===== src/rtl/scan_decoder_pkg.sv =====
// scan_decoder_pkg: shared types and helpers for scan_decoder.
//   state_e   : FSM state encoding (OFF, DIRECT, SCAN_HOLD, SCAN_BLANK)
//   onehot_n  : active-low one-hot of idx over n outputs, all 1s if idx >= n
package scan_decoder_pkg;

  typedef enum logic [1:0] {
    ST_OFF        = 2'd0,
    ST_DIRECT     = 2'd1,
    ST_SCAN_HOLD  = 2'd2,
    ST_SCAN_BLANK = 2'd3
  } state_e;

  // Widest decode the helper supports; callers slice the low NUM_OUT bits.
  localparam int unsigned ONEHOT_MAX_W = 32;

  function automatic logic [ONEHOT_MAX_W-1:0] onehot_n(input int unsigned idx,
                                                       input int unsigned n);
    logic [ONEHOT_MAX_W-1:0] r;
    r = '1;
    // idx < n <= 32, so the low 5 bits address the vector.
    if (idx < n && idx < ONEHOT_MAX_W) r[idx[4:0]] = 1'b0;
    return r;
  endfunction

endpackage


===== src/rtl/scan_decoder_dwell_counter.sv =====
// dwell_counter: counts enabled clocks from 0, done while count == TC-1.
//   clk  in  clock, rising edge
//   rst  in  synchronous reset, active-high
//   clr  in  synchronous clear to 0 (wins over en)
//   en   in  increment
//   done out count has reached TC-1 (combinational from the count register)
module dwell_counter #(
  parameter int TC = 4
) (
  input  logic clk,
  input  logic rst,
  input  logic clr,
  input  logic en,
  output logic done
);

  localparam int W = $clog2(TC + 1);

  logic [W-1:0] cnt_q;

  always_ff @(posedge clk) begin
    if (rst || clr) cnt_q <= '0;
    else if (en)    cnt_q <= cnt_q + 1'b1;
  end

  assign done = (cnt_q == W'(TC - 1));

endmodule


===== src/rtl/scan_decoder.sv =====
// scan_decoder: registered SEL_W-to-NUM_OUT decoder, active-low one-hot outputs.
// Direct mode decodes sel; scan mode walks indices 0..NUM_OUT-1, each held DWELL clocks.
//   clk     in   clock, rising edge
//   rst     in   synchronous reset, active-high
//   e       in   disable, active-high (forces all outputs off)
//   mode    in   0 = direct decode, 1 = auto-scan
//   sel     in   index decoded in direct mode
//   y       out  active-low one-hot outputs (registered)
//   cur_idx out  index being driven, or last index driven
//   wrap    out  1-clock pulse when the scan returns from NUM_OUT-1 to 0
// Optional macro SCAN_DECODER_BLANK_EN: inserts BLANK all-off clocks between scan steps.
module scan_decoder
  import scan_decoder_pkg::*;
#(
  parameter int SEL_W   = 2,
  parameter int NUM_OUT = 2**SEL_W,
  parameter int DWELL   = 4,
  parameter int BLANK   = 1
) (
  input  logic               clk,
  input  logic               rst,
  input  logic               e,
  input  logic               mode,
  input  logic [SEL_W-1:0]   sel,
  output logic [NUM_OUT-1:0] y,
  output logic [SEL_W-1:0]   cur_idx,
  output logic               wrap
);

  localparam logic [SEL_W-1:0] LAST_IDX = SEL_W'(NUM_OUT - 1);

  state_e             state_q, state_d;
  logic [NUM_OUT-1:0] y_q, y_d;
  logic [SEL_W-1:0]   idx_q, idx_d;
  logic               wrap_q, wrap_d;

  logic dwell_clr, dwell_en, dwell_done;

  logic [ONEHOT_MAX_W-1:0] oh_sel, oh_nxt;
  logic [SEL_W-1:0]        idx_nxt;
  logic                    sel_ok;
  logic                    unused_oh;

  // Scan step wraps modulo NUM_OUT, not 2**SEL_W.
  assign idx_nxt   = (idx_q == LAST_IDX) ? '0 : idx_q + 1'b1;
  assign oh_sel    = onehot_n(32'(sel), NUM_OUT);
  assign oh_nxt    = onehot_n(32'(idx_nxt), NUM_OUT);
  assign sel_ok    = ~&oh_sel[NUM_OUT-1:0];
  assign unused_oh = ^{oh_sel, oh_nxt};

  dwell_counter #(.TC(DWELL)) u_dwell (
    .clk  (clk),
    .rst  (rst),
    .clr  (dwell_clr),
    .en   (dwell_en),
    .done (dwell_done)
  );

`ifdef SCAN_DECODER_BLANK_EN
  logic blank_clr, blank_en, blank_done;

  dwell_counter #(.TC(BLANK)) u_blank (
    .clk  (clk),
    .rst  (rst),
    .clr  (blank_clr),
    .en   (blank_en),
    .done (blank_done)
  );
`else
  logic unused_blank;
  assign unused_blank = (BLANK > 0);
`endif

  always_comb begin
    state_d   = state_q;
    y_d       = y_q;
    idx_d     = idx_q;
    wrap_d    = 1'b0;
    dwell_en  = 1'b0;
    dwell_clr = 1'b1;
`ifdef SCAN_DECODER_BLANK_EN
    blank_en  = 1'b0;
    blank_clr = 1'b1;
`endif
    if (e) begin
      state_d = ST_OFF;
      y_d     = '1;
    end else if (!mode) begin
      state_d = ST_DIRECT;
      y_d     = oh_sel[NUM_OUT-1:0];
      if (sel_ok) idx_d = sel;
    end else begin
      case (state_q)
        ST_SCAN_HOLD: begin
          if (!dwell_done) begin
            dwell_en  = 1'b1;
            dwell_clr = 1'b0;
          end else begin
`ifdef SCAN_DECODER_BLANK_EN
            state_d = ST_SCAN_BLANK;
            y_d     = '1;
`else
            y_d     = oh_nxt[NUM_OUT-1:0];
            idx_d   = idx_nxt;
            wrap_d  = (idx_q == LAST_IDX);
`endif
          end
        end
`ifdef SCAN_DECODER_BLANK_EN
        ST_SCAN_BLANK: begin
          if (!blank_done) begin
            blank_en  = 1'b1;
            blank_clr = 1'b0;
          end else begin
            state_d = ST_SCAN_HOLD;
            y_d     = oh_nxt[NUM_OUT-1:0];
            idx_d   = idx_nxt;
            wrap_d  = (idx_q == LAST_IDX);
          end
        end
`endif
        // Entry from OFF/DIRECT: restart at index 0, never flag a wrap.
        default: begin
          state_d = ST_SCAN_HOLD;
          y_d     = {{(NUM_OUT-1){1'b1}}, 1'b0};
          idx_d   = '0;
        end
      endcase
    end
  end

  always_ff @(posedge clk) begin
    if (rst) begin
      state_q <= ST_OFF;
      y_q     <= '1;
      idx_q   <= '0;
      wrap_q  <= 1'b0;
    end else begin
      state_q <= state_d;
      y_q     <= y_d;
      idx_q   <= idx_d;
      wrap_q  <= wrap_d;
    end
  end

  assign y       = y_q;
  assign cur_idx = idx_q;
  assign wrap    = wrap_q;

endmodule


===== config.mk =====
export PLATFORM = sky130hd
export DESIGN_NAME = scan_decoder
export DESIGN_NICKNAME = d
export VERILOG_FILES = /design/src/rtl/scan_decoder_pkg.sv /design/src/rtl/scan_decoder_dwell_counter.sv /design/src/rtl/scan_decoder.sv
export SDC_FILE = /design/constraint.sdc
export NUM_CORES = 1
export LEC_CHECK = 0
export CAP_MARGIN = 20
export CELL_PAD_IN_SITES_DETAIL_PLACEMENT = 1
export CELL_PAD_IN_SITES_GLOBAL_PLACEMENT = 2
export CORE_MARGIN = 1.5
export CORE_UTILIZATION = 31
export DETAILED_ROUTE_END_ITERATION = 6
export PLACE_DENSITY_LB_ADDON = 0.1
export SYNTH_ARGS = -nofsm -noshare
export SYNTH_HDL_FRONTEND = slang
export SYNTH_HIERARCHICAL = 1
export SYNTH_SLANG_ARGS = --single-unit

===== constraint.sdc =====
create_clock -name clk -period 4.7 [get_ports clk]
set_clock_uncertainty 0.1 [all_clocks]
set_input_delay 0.705 -clock clk [delete_from_list [all_inputs] [get_ports clk]]
set_output_delay 0.705 -clock clk [all_outputs]
set_load 0.01 [all_outputs]

==> results.ini <==
[cts]
ctsHoldBuffers = 0
cts_tree = yes
post-cts-setup-buffers = 0
clk_path_buf_depth = 2
htree_levels = 1
cts_num_sinks = 12
insertion_delay_ns = 0.27
cts_resized = 0
cts_buffers = 3
root_buffer = clkbuf_4
clkTransAtPathRegs_ns = 0.08

[floorplanning]
chipHeight_um = 48.1
dieWidth_um = 48.1
io_pins = 13
core_um2 = 1940
rows = 16
start_util = 0.325
design.die.area_um2 = 2310

[timing]
whs_ns = 0.386
fin_crit_ns = 2.32
fmaxAchievable_mhz = 431
max_slew_margin = 0.747
rsz0062_at_grt = false
setup_viol = 0
hold_viol = 0
tns_ns = 0
fin_crit_sh = 0.493
drv_slew = 0
worst_slew_pin_slew_ns = 0.378

[critical_path]
cp.arrival_ns = 2.37
reg2reg_to = u_dwell/cnt_q[1]
r2r_start = u_dwell/cnt_q[0]
rr_worst_depth = 7
crit_fanout = 10
endpoint = u_dwell/cnt_q[1]
critPathCaptureType = register
critPathKind = input port to register
worst-endpoint-required_ns = 4.75
startpoint_type = input port
crit_path_start = mode
r2r_setup_slack_ns = 2.62

[route]
detail_route.wl_per_cell_um = 14.3
vias = 526
via_per_inst = 4.92
drt_pre_antenna_iters = 2
ant_nets = 0
drc = 0
wl_um = 1530
drtIter0Drc = 3

[cells_and_area]
fin_area_um2 = 796
area_growth_pct = 26.2
diodes = 0
drive_above_1_share = 0.113
final_cell_mix = 12 x dfxtp_1, 12 x clkdlybuf4s50_1, 8 x inv_1
fin_nets = 94

[global_route]
grt_max_degree = 11
antenna_found_initial = 0
grt_overflow_total = 0
grtUsageTotal = 0.154
grt_pass1_wl_um = 2310
grt_pass1_vias = 512

[synth]
synth_seq_cells = 12
synth_fp_nets = 79
synth_warnings = 6
postSynthAreaPerCell_um2 = 9.41
synth_area_um2 = 631
yosysUniqueCellTypes = 30
seq_area_frac_synth = 0.381
syn_inst = 67

[pwr]
p_int_uw = 147
peakVddDrop_uv = 94.9
pwr-share-comb = 0.132
switching_share = 0.255
power.leakage_nw = 0.301
p_clk_frac = 0.326
p_switching_uw = 50.4
pwr-share-seq = 0.542
powerDensity_nw_per_um2 = 248
p_total_uw = 197

[run_status]
status = completed

[hold_path]
min_path_type = register to register

[placement]
gp_congestion = 0.755
place_area_um2 = 773
hpwl_um = 1140
numPortBuffers = 12

[run]
maxCapViolCount = 0

==> metal layers <==
layer	up-vias	routed length (um)	GRT usage
met5	-	0	0
met4	0	15	0.0649
met3	2	43	0.0444
met2	10	754	0.267
met1	250	717	0.177
li1	264	-	-
==> per-stage QoR <==
step | instances | utilization | setup WS [ns]
floorplan | 67 | - | 2.82
global placement | 104 | 0.398 | 2.15
detailed placement | 104 | 0.398 | 2.11
CTS | 107 | 0.410 | 2.40
global route | 107 | 0.410 | 2.30
finish | 107 | 0.410 | 2.38
==> kinds of logic after synthesis <==
| kind of cell | count (synthesis) | share of synthesized area |
|---|---|---|
| DFF | 12 | 0.381 |
| AOI/OAI and AO/OA | 17 | 0.192 |
| xor gates and xnor gates | 1 | 0.0139 |
| adders and majority gates | 6 | 0.119 |
| and+or+nand+nor | 20 | 0.212 |
| muxes | 1 | 0.0159 |
| buffers and inverters | 10 | 0.0655 |
==> critical path: stages <==
cell	delay (ns)
clkdlybuf4s50_1	0.70
and4bb_4	0.34
nand2b_1	0.15
inv_1	0.19
mux2i_1	0.24
nor3_2	0.05
==> power groups by stage <==
stage,logic (mW),registers (mW),clock network (mW)
after floorplan,0.0125,0.110,0
after global placement,0.0260,0.109,0
after detailed placement,0.0259,0.109,0
after CTS,0.0264,0.107,0.0682
after global routing,0.0284,0.107,0.0712
final,0.0260,0.107,0.0644
==> cells in the mapped netlist (all sizes together) <==
library cell  number  area, um^2
o221ai             1        8.76
nor2               4        15.0
clkbuf             1        3.75
nand2b             1        6.26
a221o              1        10.0
o31ai              1        7.51
and2               1        6.26
o21ai              4        20.0
a311oi             1        8.76
buf                1        7.51
nor3               4        30.0
nor2b              4        27.5
nand2              2        7.51
xnor2              1        8.76
a31oi              1        6.26
nor3b              1        7.51
o211ai             1        7.51
dfxtp             12         240
a21o               1        7.51
a21oi              4        20.0
inv                8        30.0
ha                 6        75.1
mux2i              1        10.0
and4bb             1        16.3
or2                1        6.26
nand3b             1        11.3
a2111oi            2        25.0
==> state kept, by name, summed over array words and instances, names as in the netlist <==
name           count
state_q            2
u_dwell/cnt_q      3
cur_idx            2
y                  4
wrap               1
==> cell type report <==
cell class	count	area, um^2
Clock buffer	3	22.5
Fill cell	236	1150
Inverter	8	30.0
Multi-Input combinational cell	45	349
Sequential cell	12	240
Tap cell	27	33.8
Timing Repair Buffer	12	120
==> how the worst min path moves through the flow <==
stage	from	endpoint	depth (start not counted)
2_1_floorplan	u_dwell/cnt_q[2]	u_dwell/cnt_q[2]	2
3_3_place_gp	y[1]	y[1]	2
3_5_place_dp	y[2]	y[2]	2
4_1_cts	y[2]	y[2]	2
5_1_grt	y[3]	y[3]	1
6_report	y[2]	y[2]	2
Power figures use the tool's default switching activity.
